`src/rtl/jk_reg_bank.sv`:
```
// Bank of WIDTH JK flip-flops. A run-time mode selects per-bit JK, parallel load,
// SR with a sticky illegal-input flag, or an up/down counter built from a toggle chain.
module jk_reg_bank #(
    parameter int               WIDTH     = 8,
    parameter logic [WIDTH-1:0] RESET_VAL = '0
) (
    input  logic             clk,
    input  logic             reset_n,
    input  logic             en,
    input  logic [1:0]       mode,
    input  logic [WIDTH-1:0] j,
    input  logic [WIDTH-1:0] k,
    input  logic             up,
    input  logic             clr_err,
    output logic [WIDTH-1:0] q,
    output logic [WIDTH-1:0] qnot,
    output logic             tc,
    output logic             sr_err
);

    localparam logic [1:0] MODE_JK  = 2'b00;
    localparam logic [1:0] MODE_D   = 2'b01;
    localparam logic [1:0] MODE_SR  = 2'b10;
    localparam logic [1:0] MODE_CNT = 2'b11;

    logic [WIDTH-1:0] q_q, q_d;
    logic             sr_err_q, sr_err_d;
    logic [WIDTH-1:0] jk_next, sr_next, cnt_next;
    // ones_below[i] / zeros_below[i]: every bit below i is 1 / 0 (bit 0 sees an empty set).
    logic [WIDTH:0]   ones_below, zeros_below;
    logic             sr_illegal;

    assign ones_below[0]  = 1'b1;
    assign zeros_below[0] = 1'b1;

    genvar gi;
    generate
        for (gi = 0; gi < WIDTH; gi++) begin : g_bit
            assign ones_below[gi+1]  = ones_below[gi] & q_q[gi];
            assign zeros_below[gi+1] = zeros_below[gi] & ~q_q[gi];

            // Counting up toggles a bit when all lower bits are 1; down when all are 0.
            assign cnt_next[gi] = q_q[gi] ^ (up ? ones_below[gi] : zeros_below[gi]);

            always_comb begin
                jk_next[gi] = q_q[gi];
                unique case ({j[gi], k[gi]})
                    2'b01:   jk_next[gi] = 1'b0;
                    2'b10:   jk_next[gi] = 1'b1;
                    2'b11:   jk_next[gi] = ~q_q[gi];
                    default: jk_next[gi] = q_q[gi];
                endcase
            end

            // The illegal j=k=1 pair leaves its bit untouched.
            always_comb begin
                sr_next[gi] = q_q[gi];
                unique case ({j[gi], k[gi]})
                    2'b01:   sr_next[gi] = 1'b0;
                    2'b10:   sr_next[gi] = 1'b1;
                    default: sr_next[gi] = q_q[gi];
                endcase
            end
        end
    endgenerate

    assign sr_illegal = |(j & k);

    always_comb begin
        q_d = q_q;
        if (en) begin
            unique case (mode)
                MODE_JK:  q_d = jk_next;
                MODE_D:   q_d = j;
                MODE_SR:  q_d = sr_next;
                MODE_CNT: q_d = cnt_next;
                default:  q_d = q_q;
            endcase
        end
    end

    // A set on the same edge as a clear wins.
    always_comb begin
        sr_err_d = sr_err_q;
        if (en && (mode == MODE_SR) && sr_illegal) begin
            sr_err_d = 1'b1;
        end else if (clr_err) begin
            sr_err_d = 1'b0;
        end
    end

    always_ff @(posedge clk or negedge reset_n) begin
        if (!reset_n) begin
            q_q      <= RESET_VAL;
            sr_err_q <= 1'b0;
        end else begin
            q_q      <= q_d;
            sr_err_q <= sr_err_d;
        end
    end

    assign q      = q_q;
    assign qnot   = ~q_q;
    assign sr_err = sr_err_q;
    assign tc     = en && (mode == MODE_CNT) &&
                    (up ? ones_below[WIDTH] : zeros_below[WIDTH]);

endmodule
```
`config.mk`:
```
export PLATFORM = sky130hd
export DESIGN_NAME = jk_reg_bank
export DESIGN_NICKNAME = d
export VERILOG_FILES = /design/src/rtl/jk_reg_bank.sv
export SDC_FILE = /design/constraint.sdc
export NUM_CORES = 1
export LEC_CHECK = 0
export BUFFER_PORTS_ARGS = -buffer_cell sky130_fd_sc_hd__buf_2
export CORE_UTILIZATION = 46
export CTS_CLUSTER_DIAMETER = 50
export DETAILED_ROUTE_END_ITERATION = 8
export GPL_TIMING_DRIVEN = 0
export PLACE_DENSITY = 0.87
export SYNTH_ARGS = -nofsm -noshare
export SYNTH_HDL_FRONTEND = slang
export SYNTH_SLANG_ARGS = --single-unit
```
`constraint.sdc`:
```
create_clock -name clk -period 1.8 [get_ports clk]
set_clock_uncertainty 0.15 [all_clocks]
set_input_delay 0.36 -clock clk [delete_from_list [all_inputs] [get_ports clk]]
set_output_delay 0.36 -clock clk [all_outputs]
set_load 0.01 [all_outputs]
```
==> flow_summary_export.csv, run 1 <==
group,metric,value,unit
routing,drt-total-wl,3520,um
global_route,met1_usage,32.1,%
floorplanning,core_area,2500,sq um
worst_setup_path,end_kind,"primary output",
floorplanning,dieArea,2880,sq um
routing,ant_nets,0,
sta,fmax,0.420,GHz
place,dp_hpwl,2420,um
power,irDropWorstVdd,0.000322,V
sta,setup_violations,7,
worst_setup_path,cpMaxStageDelayCell,"or4_4",
worst_setup_path,critPathMaxStageDelay,0.54,ns
cts,cts.htree.levels,1,
worst_setup_path,critical_path_class,"reg2out",
power,pwr-share-comb,51.2,%
power,power_frac_clock,18.1,%
cts,tritoncts,"built",
logic_synthesis,synth-xor-area-share,2.85,%
floorplanning,die-width,53.7,um
cts,cts_sinks,9,
power,p_leak,0.790,nW
logic_synthesis,syn_inst,162,
logic_synthesis,synth_compound_area_share,28.1,%
floorplanning,initial_core_util,49.2,%
routing,drtPass1Iterations,4,
place,io_buffer_count,38,
cts,clk-insertion-delay-late,0.28,ns
finish,syn_to_final_growth,30.0,%
cts,cts_buffers,3,
floorplanning,die_h,53.7,um
logic_synthesis,yosysSeqAreaShare,18.3,%
sta,setup_slack,-0.578,ns
worst_setup_path,cpLargestDelayFamily,"simple AND/OR/NAND/NOR gates",
worst_setup_path,path_buf_inv,1,
logic_synthesis,yosysTopAreaCell,"ha_1",
sta,rsz0062_at_grt,"yes",
logic_synthesis,synth_ff_type,"dfrtp_1",
global_route,grt_pass1_vias,1266,
sta,tightest_slew,0.533,ns
status,outcome,"finished with violations",
logic_synthesis,synth_mux_area_share,0.916,%
logic_synthesis,synth_cell_types,40,
global_route,grt_usage,25.6,%
sta,slew_headroom,64.5,%
sta,period_share,132,%
logic_synthesis,synth-async-reset-ratio,100,%
worst_setup_path,cp_max_fo,2,
finish,stdcell_count,244,
logic_synthesis,synth-seq-cells,9,
sta,period_minus_slack,2.38,ns
finish,n_antenna_cell,0,
sta,timing.final.hold_violations,0,
global_route,overflow,0,
global_route,grt_start_max_net_pins,11,
logic_synthesis,syn_nets,204,
logic_synthesis,synth_warnings,0,
logic_synthesis,synth_area_leaders,"ha_1 (19%), dfrtp_1 (18%), inv_1 (7.9%)",
routing,drc,0,
status,violations,"setup timing",
logic_synthesis,yosys.area_share.adder,19.3,%
worst_setup_path,crit_path_frequent_cell,"nor4_4",
floorplanning,ios,41,
routing,via_per_inst,5.84,
place,routabilityCongestion,0.858,
floorplanning,std_cell_rows,18,
worst_setup_path,worstPathCellList,"or4_4 > nor4_4 > o21ai_2 > nor4_4 > buf_2",
routing,wire_per_inst,14.4,um
cts,cts_root_buffer,"clkbuf_4",
place,dp_cells,230,
min_path,hold_class,"in2reg",
worst_setup_path,cp_data_arrival_time,1.87,ns
finish,fill_cells,241,
finish,layout.nets,257,
power,swShare,44.2,%
cts,clockBufferDepth,2,
power,p_switching,0.000425,W
power,seqPwrFrac,30.7,%
logic_synthesis,syn-mean-instance-area,7.59,sq um
finish,drive_gt1_share,30.4,%
global_route,met2_usage,43.6,%
global_route,grt_busiest_layer,"met2",
routing,num_vias,1425,
global_route,grt_use_met3,2.26,%
power,p_int,0.000538,W
power,p_per_area,602,nW/um^2
routing,drtIter0Drc,52,
worst_setup_path,critPathLaunchType,"flip-flop",
logic_synthesis,synthSimpleGateAreaFrac,20.2,%
logic_synthesis,mappedNetlistArea,1230,sq um
worst_setup_path,cp.required,1.29,ns
sta,fin_setup_tns,-2.00,ns
finish,seq_area,229,sq um
global_route,antenna_found_initial,0,
cts,cts.clk_slew.worst_paths,0.07,ns
logic_synthesis,synth_top_family_by_area,"compound AO/OA/AOI/OAI gates",
logic_synthesis,synth_top_area_share,19.3,%
logic_synthesis,synth_edf_count,0,
global_route,grt_first_pass_wirelength,5420,um
power,totalPowerFinal,0.000963,W
run,maxCapViolations,0,
sta,slew_violations,0,
finish,multi_input_area,902,sq um
-- cell usage in the layout, fill, tap and decap left out, drive strengths merged, types with 2 or more instances in the layout --
master	instances
buf	50
inv	26
ha	19
a21oi	14
nor2	13
nand2	11
dfrtp	9
clkbuf	8
o21ai	7
o211ai	6
nor4	6
nor3	5
a22oi	4
xnor2	3
a31oi	3
a211oi	3
a221oi	2
o22ai	2
o2bb2ai	2
nand3	2
nand2b	2
-- power groups by stage --
stage / logic, W / clock network (W) / registers (W)
6_report: 0.000493 / 0.000174 / 0.000296
5_1_grt: 0.000543 / 0.000173 / 0.000300
4_1_cts: 0.000475 / 0.000170 / 0.000294
3_5_place_dp: 0.000429 / 0 / 0.000307
3_3_place_gp: 0.000423 / 0 / 0.000307
2_1_floorplan: 0.000259 / 0 / 0.000313
-- sequential cells by signal (all words and copies together) (netlist names) --
signal and cells:
q 8, sr_err 1
-- metrics by stage --
stage,hold WS (ns),setup WS (ns),instance area (sq um),utilization (%)
5_1_grt,0.160,-0.617,1600,64.0
2_1_floorplan,-0.0856,-0.359,1250,-
6_report,0.122,-0.578,1600,64.0
3_3_place_gp,0.0821,-0.541,1480,59.1
4_1_cts,0.121,-0.696,1580,63.2
3_5_place_dp,0.0807,-0.556,1480,59.1
-- timing repair --
action / 4_1_cts / 5_1_grt
endpoints found under the hold margin: 9 / 0
pin swaps: 6 / 6
setup buffers: 7 / 2
gates cloned: 0 / 0
setup endpoints to repair: 5 / 9
hold buffers: 1 / 0
resized for setup: 5 / 3
-- cell type report --
cell class | instances | area share [%]
plain buffers | 7 | 1.96
clock buffers | 4 | 1.64
inverters | 26 | 6.10
multi-input cells | 120 | 56.4
flip-flops and latches | 9 | 14.3
well taps | 30 | 2.35
repair buffers | 48 | 17.2
-- Yosys cell counts, drive strengths merged, types with 2 or more instances --
master / n
o211ai: 6
a211oi: 3
buf: 3
nor4: 6
o21ai: 7
a21oi: 14
o22ai: 2
nand2: 11
o2bb2ai: 2
nand2b: 2
clkbuf: 4
dfrtp: 9
a31oi: 3
nor2: 13
nor3: 5
nand3: 2
ha: 19
a22oi: 4
a221oi: 2
inv: 26
xnor2: 3
-- worst register-to-register path, stage by stage (launching register included) --
cell and delay, ns:
dfrtp_2 0.41, or4_4 0.54, buf_4 0.16, buf_6 0.10, buf_6 0.11, mux2_2 0.28
o211ai_1 0.10, a21oi_1 0.10, a31o_1 0.20
-- kinds of logic (layout without fill, tap and decap cells) --
group | Yosys count | in the layout
adder cells (fa/ha/maj) | 19 | 19
AND/OR/NAND/NOR | 45 | 45
buffers and inverters | 33 | 85
AO/OA/AOI/OAI | 51 | 51
XOR/XNOR | 4 | 4
multiplexers | 1 | 1
flip-flops | 9 | 9
-- final timing paths --
kind	start	to	slack [ns]	cells after the start
min in group asynchronous	reset_n	q[3]	0.31	2
worst min register to register	sr_err	sr_err	0.38	2
worst max register to register	q[0]	q[4]	-0.47	8
max in group asynchronous	reset_n	q[2]	0.98	2
worst max-delay path	q[0]	tc	-0.58	5
worst min-delay path	clr_err	sr_err	0.12	2
-- per-layer routing --
metal | part of all wire [%] | routed length (um)
met1 | 43 | 1500
met4 | 2.6 | 90
met3 | 6.4 | 225
met2 | 48 | 1700
met5 | 0 | 0
Note: power is estimated with default switching activity, not from simulation.
==> run 2: changes to the inputs <==
--- a/config.mk
+++ b/config.mk
@@ -14,3 +14,4 @@
 export SYNTH_ARGS = -nofsm -noshare
 export SYNTH_HDL_FRONTEND = slang
 export SYNTH_SLANG_ARGS = --single-unit
+export TNS_END_PERCENT = 10
==> run 2 against run 1 <==
Against the previous run: global-route usage up 1.9 points; the flow still finishes with violations (setup timing); core utilization up 0.15 points; maximum frequency up 0.42%; cell area up 0.24%; register-to-register slack got worse by 0.03 ns; critical endpoint unchanged; sequential power down 3%; clock power about the same; largest power group unchanged; highest routed layer unchanged; setup slack improved by 0.010 ns; die area unchanged; first-iteration DRC count is 63% higher; sequential cell count did not move; critical path type unchanged; wire length rose by 3.6%.
==> flow_summary_export.csv, run 2 (same netlist as run 1, synthesis figures left out) <==
group,metric,value,unit
status,outcome,"finished with violations",
status,violations,"setup timing",
finish,largest_reg_flops,8,
cts,cts.htree.levels,1,
sta,rsz0062_at_grt,"yes",
floorplanning,ios,41,
cts,clk-insertion-delay-late,0.28,ns
cts,clockBufferDepth,2,
sta,timing.final.hold_violations,0,
worst_setup_path,end_kind,"primary output",
power,power_frac_clock,17.7,%
power,seqPwrFrac,29.8,%
global_route,met1_usage,34.1,%
place,dp_hpwl,2500,um
routing,drtPass1Iterations,5,
cts,cts_sinks,9,
power,pwr-share-comb,52.5,%
worst_setup_path,r2r_start,"q[0]",
cts,cts.clk_slew.worst_paths,0.08,ns
power,p_per_area,602,nW/um^2
sta,period_minus_slack,2.37,ns
finish,syn_to_final_growth,30.3,%
global_route,grt_first_pass_wirelength,5750,um
worst_setup_path,critical_path_class,"reg2out",
finish,n_antenna_cell,0,
power,p_switching,0.000428,W
routing,drt-total-wl,3640,um
finish,stdcell_count,246,
power,irDropWorstVdd,0.000377,V
power,swShare,44.4,%
worst_setup_path,cp_data_arrival_time,1.86,ns
cts,cts_root_buffer,"clkbuf_4",
global_route,grt_busiest_layer,"met2",
worst_setup_path,cp.required,1.29,ns
global_route,grt_use_met3,3.39,%
worst_setup_path,r2r_cells,8,
min_path,min_path_cells,2,
place,io_buffer_count,38,
run,maxCapViolations,0,
routing,ant_nets,0,
finish,layout.nets,259,
worst_setup_path,r2r-end,"q[7]",
floorplanning,dieArea,2880,sq um
worst_setup_path,rrSetupSlack,-0.50,ns
floorplanning,std_cell_rows,18,
min_path,hold_class,"in2reg",
global_route,grt_start_max_net_pins,11,
place,routabilityCongestion,0.864,
sta,slew_headroom,63.3,%
routing,drtIter0Drc,85,
sta,slew_violations,0,
floorplanning,initial_core_util,49.2,%
global_route,antenna_found_initial,0,
global_route,grt_usage,27.5,%
worst_setup_path,critPathLaunchType,"flip-flop",
routing,drc,0,
cts,cts_buffers,3,
power,totalPowerFinal,0.000965,W
worst_setup_path,cp_max_fo,2,
sta,period_share,132,%
place,dp_cells,230,
power,p_int,0.000537,W
sta,setup_slack,-0.568,ns
min_path,whs_endpoint,"sr_err",
finish,drive_gt1_share,31.0,%
sta,setup_violations,8,
global_route,overflow,0,
cts,tritoncts,"built",
routing,wire_per_inst,14.8,um
routing,num_vias,1467,
finish,final_common_cell,"buf_2",
finish,final_cell_area,1600,sq um
routing,via_per_inst,5.96,
finish,fill_cells,233,
place,placed_cell_area,1480,sq um
sta,fmax,0.422,GHz
sta,tightest_slew,0.550,ns
min_path,min_from,"clr_err",
finish,final_cell_mix,"buf_2 (40), inv_1 (26), ha_1 (19)",
floorplanning,die_h,53.7,um
finish,final_util,64.1,%
sta,fin_setup_tns,-1.79,ns
global_route,met2_usage,46.7,%
global_route,grt_pass1_vias,1306,
floorplanning,core_area,2500,sq um
power,p_leak,0.799,nW
floorplanning,die-width,53.7,um
## run 2: area by class of cell
cell class | instances | area, sq um | share of cell area [%]
clock inverters | 1 | 5.00 | 0.312
repair buffers | 50 | 283 | 17.6
clock buffers | 3 | 22.5 | 1.41
plain buffers | 7 | 31.3 | 1.95
well taps | 30 | 37.5 | 2.34
multi-input cells | 120 | 897 | 56.0
flip-flops and latches | 9 | 229 | 14.3
inverters | 26 | 97.6 | 6.09
## run 2: layer usage
metal / wire (um) / vias to the layer above
met1: 1500 / 680
met5: 0 / -
li1: - / 688
met4: 57 / 0
met2: 1740 / 91
met3: 343 / 8
## run 2: power groups by stage
stage          logic (W)  registers (W)  clock network, W
3_5_place_dp    0.000433       0.000305                 0
2_1_floorplan   0.000259       0.000313                 0
6_report        0.000506       0.000287          0.000171
3_3_place_gp    0.000424       0.000305                 0
5_1_grt         0.000555       0.000293          0.000179
4_1_cts         0.000491       0.000287          0.000170
## run 2: how the worst max path moves through the flow
| stage | startpoint | to | slack (ns) | cells past startpoint |
|---|---|---|---|---|
| CTS | q[0] | tc | -0.71 | 5 |
| detailed placement | q[2] | tc | -0.54 | 5 |
| global route | q[0] | tc | -0.64 | 5 |
| finish | q[0] | tc | -0.57 | 5 |
| global placement | q[2] | tc | -0.54 | 5 |
| floorplan | q[2] | tc | -0.36 | 4 |
## run 2: what timing repair did
action / 4_1_cts / 5_1_grt
endpoints found under the setup margin: 5 / 9
resized for setup: 2 / 3
hold buffers: 1 / 0
pin swaps: 6 / 5
cloned: 0 / 0
buffers inserted: 8 / 3
hold endpoints to repair: 9 / 0
## run 2: metrics by stage
step | hold slack (ns) | setup WS, ns
final | 0.109 | -0.568
after global routing | 0.125 | -0.639
after CTS | 0.117 | -0.709
after detailed placement | 0.0859 | -0.542
after global placement | 0.0863 | -0.539
after floorplan | -0.0856 | -0.360
## run 2: critical path: stages, from the launching register on
cell	delay, ns
dfrtp_2	0.41
or4_4	0.56
nor4_4	0.19
o21ai_2	0.11
nor4_4	0.14
buf_2	0.17
==> run 3: changes to the inputs <==
--- a/config.mk
+++ b/config.mk
@@ -5,12 +5,13 @@
 export SDC_FILE = /design/constraint.sdc
 export NUM_CORES = 1
 export LEC_CHECK = 0
+export ABC_AREA = 1
 export BUFFER_PORTS_ARGS = -buffer_cell sky130_fd_sc_hd__buf_2
 export CORE_UTILIZATION = 46
 export CTS_CLUSTER_DIAMETER = 50
 export DETAILED_ROUTE_END_ITERATION = 8
 export GPL_TIMING_DRIVEN = 0
-export PLACE_DENSITY = 0.87
+export PLACE_DENSITY = 0.86
 export SYNTH_ARGS = -nofsm -noshare
 export SYNTH_HDL_FRONTEND = slang
 export SYNTH_SLANG_ARGS = --single-unit
==> run 3 against run 2 <==
Against the previous run: the flow still finishes with violations (setup timing); clock-buffer cell count is 1 higher; clock power is 4% higher; setup slack better by 0.35 ns; cell count is 11% higher; non-clock buffer count is 6 lower; critical path type unchanged.
==> flow_summary_export.csv, run 3 <==
group,metric,value,unit
status,outcome,"finished with violations",
status,violations,"setup timing",
floorplanning,dieArea,2960,sq um
logic_synthesis,synth_top_area_share,18.8,%
worst_setup_path,critPathMaxStageDelay,0.44,ns
finish,fill_cells,250,
place,placed_cell_area,1490,sq um
routing,drc,0,
power,pwr-share-comb,53.3,%
routing,num_vias,1479,
global_route,met1_usage,32.5,%
logic_synthesis,yosys-top-cells-count,"nand2_1 (53), inv_1 (21), ha_1 (19)",
cts,cts_sinks,9,
logic_synthesis,syn_inst,190,
logic_synthesis,synth_edf_count,0,
power,p_int,0.000545,W
global_route,grt_usage,25.0,%
global_route,grt_pass1_vias,1338,
sta,slew_headroom,78.2,%
floorplanning,core_area,2540,sq um
power,p_switching,0.000441,W
finish,final_cell_mix,"nand2_1 (51), buf_2 (39), inv_1 (19), ha_1 (19), nand3_1 (17)",
global_route,overflow,0,
worst_setup_path,critical_path_class,"reg2out",
power,irDropWorstVdd,0.000405,V
sta,slew_violations,0,
sta,period_share,112,%
global_route,antenna_found_initial,0,
logic_synthesis,synth-async-reset-ratio,100,%
logic_synthesis,synth-xor-area-share,0.694,%
power,p_leak,0.869,nW
global_route,grt_use_met3,3.06,%
logic_synthesis,yosys.area_share.adder,18.8,%
worst_setup_path,end_kind,"primary output",
worst_setup_path,cp_max_fo,5,
routing,drtIter0Drc,48,
global_route,grt_first_pass_wirelength,5430,um
logic_synthesis,synth_ff_type,"dfrtp_1",
finish,final_cell_area,1620,sq um
routing,drt-total-wl,3420,um
logic_synthesis,synth_cell_types,28,
sta,period_minus_slack,2.02,ns
place,dp_hpwl,2520,um
place,io_buffer_count,39,
place,routabilityCongestion,0.862,
logic_synthesis,syn_nets,232,
worst_setup_path,cpMaxStageDelayCell,"dfrtp_2",
logic_synthesis,synth_top_family_by_area,"simple AND/OR/NAND/NOR gates",
logic_synthesis,syn-mean-instance-area,6.64,sq um
worst_setup_path,cp_data_arrival_time,1.51,ns
logic_synthesis,synth-seq-cells,9,
cts,cts.htree.levels,1,
floorplanning,ios,41,
sta,fmax,0.496,GHz
sta,setup_violations,2,
sta,setup_slack,-0.217,ns
worst_setup_path,critPathLaunchType,"flip-flop",
routing,drtPass1Iterations,4,
logic_synthesis,synth_area_leaders,"ha_1 (19%), dfrtp_1 (18%), nand2_1 (16%)",
finish,final_util,63.5,%
power,swShare,44.7,%
min_path,hold_class,"in2reg",
power,p_per_area,610,nW/um^2
power,seqPwrFrac,28.6,%
cts,clk-insertion-delay-late,0.27,ns
floorplanning,die-width,54.4,um
sta,timing.final.hold_violations,0,
worst_setup_path,worstPathCellList,"nor2_1 > nand4_1 > nand2_2 > nand3_2 > nor3_2 > buf_2",
worst_setup_path,cp.required,1.29,ns
run,maxCapViolations,0,
cts,cts.clk_slew.worst_paths,0.08,ns
sta,tightest_slew,0.327,ns
logic_synthesis,mappedNetlistArea,1260,sq um
finish,syn_to_final_growth,28.2,%
finish,layout.nets,286,
logic_synthesis,yosysTopAreaCell,"ha_1",
logic_synthesis,synth_warnings,0,
cts,tritoncts,"built",
cts,clockBufferDepth,2,
logic_synthesis,synth_compound_area_share,17.6,%
routing,wire_per_inst,12.5,um
finish,final_common_cell,"nand2_1",
global_route,met2_usage,41.7,%
logic_synthesis,yosysMostFrequentCell,"nand2_1",
cts,cts_root_buffer,"clkbuf_4",
routing,via_per_inst,5.42,
finish,n_antenna_cell,0,
global_route,grt_start_max_net_pins,11,
finish,drive_gt1_share,31.7,%
floorplanning,die_h,54.4,um
cts,cts_buffers,3,
logic_synthesis,yosysSeqAreaShare,17.9,%
floorplanning,std_cell_rows,18,
global_route,grt_busiest_layer,"met2",
sta,rsz0062_at_grt,"yes",
logic_synthesis,synthSimpleGateAreaFrac,34.6,%
power,power_frac_clock,18.1,%
finish,largest_reg_flops,8,
logic_synthesis,synth_mux_area_share,0,%
floorplanning,initial_core_util,49.6,%
routing,ant_nets,0,
run 3: changes by cell type in the layout (fill, tap and decap cells not counted), sizes merged, moves of 4 or more:
cell	delta
o211ai	-5
nand3	+17
nand2	+43
clkbuf	-4
o21ai	+4
nor3	-4
a22oi	-4
run 3: power by group through the flow:
| stage | sequential [W] | clock, W | combinational [W] |
|---|---|---|---|
| final | 0.000282 | 0.000178 | 0.000526 |
| after global routing | 0.000287 | 0.000187 | 0.000594 |
| after CTS | 0.000279 | 0.000171 | 0.000507 |
| after detailed placement | 0.000282 | 0 | 0.000463 |
| after global placement | 0.000282 | 0 | 0.000454 |
| after floorplan | 0.000293 | 0 | 0.000285 |
run 3: layout make-up:
class	instances	area [sq um]	share of cell area, %
sequential	9	226	14.0
inverter	29	109	6.73
timing repair buffer	49	273	16.9
multi-input combinational	150	922	57.0
buffer	2	22.5	1.39
clock buffer	4	26.3	1.63
tap	30	37.5	2.32
run 3: metal layers:
layer | wire length [um] | share of wire, % | vias up
met1 | 1530 | 45 | 666
met4 | 46 | 1.3 | 0
li1 | - | - | 748
met2 | 1640 | 48 | 57
met3 | 207 | 6.1 | 8
met5 | 0 | 0 | -
run 3: repair_timing:
| action | in CTS | in global routing |
|---|---|---|
| setup endpoints to repair | 1 | 2 |
| cloned | 0 | 0 |
| resized for setup | 6 | 2 |
| endpoints found under the hold margin | 9 | 0 |
| hold buffers | 1 | 0 |
| buffers inserted | 7 | 2 |
| pin swaps | 3 | 2 |
run 3: worst paths after layout:
path                              start      to  slack (ns)  cells after the start
worst max-delay path               q[2]      tc       -0.22                      6
worst min-delay path            clr_err  sr_err        0.11                      2
worst max register to register     q[2]    q[5]       -0.19                     13
worst min register to register   sr_err  sr_err        0.37                      2
max in group asynchronous       reset_n    q[2]        0.96                      2
min in group asynchronous       reset_n    q[5]        0.32                      2
run 3: logic make-up (layout without fill, tap and decap cells):
family / after synthesis / after routing
buffers and inverters: 31 / 84
flip-flops: 9 / 9
AND/OR/NAND/NOR: 95 / 95
AO/OA/AOI/OAI: 35 / 35
adder cells (fa/ha/maj): 19 / 19
XOR/XNOR: 1 / 1
run 3: critical path, delay by kind of cell, from the launching register on:
family,cells,cell delay [ns]
buffers and inverters,1,0.15
DFF,1,0.44
and+or+nand+nor,5,0.65
run 3: stage by stage:
| step | power (W) | setup slack [ns] | hold slack (ns) | cells | setup TNS [ns] |
|---|---|---|---|---|---|
| global route | 0.00107 | -0.323 | 0.131 | 273 | -0.617 |
| detailed placement | 0.000746 | -0.0316 | 0.0891 | 259 | -0.0316 |
| finish | 0.000986 | -0.217 | 0.112 | 273 | -0.411 |
| global placement | 0.000736 | -0.00426 | 0.0866 | 259 | -0.00426 |
| floorplan | 0.000578 | 0.0640 | -0.0856 | 190 | 0 |
| CTS | 0.000957 | -0.169 | 0.124 | 271 | -0.273 |
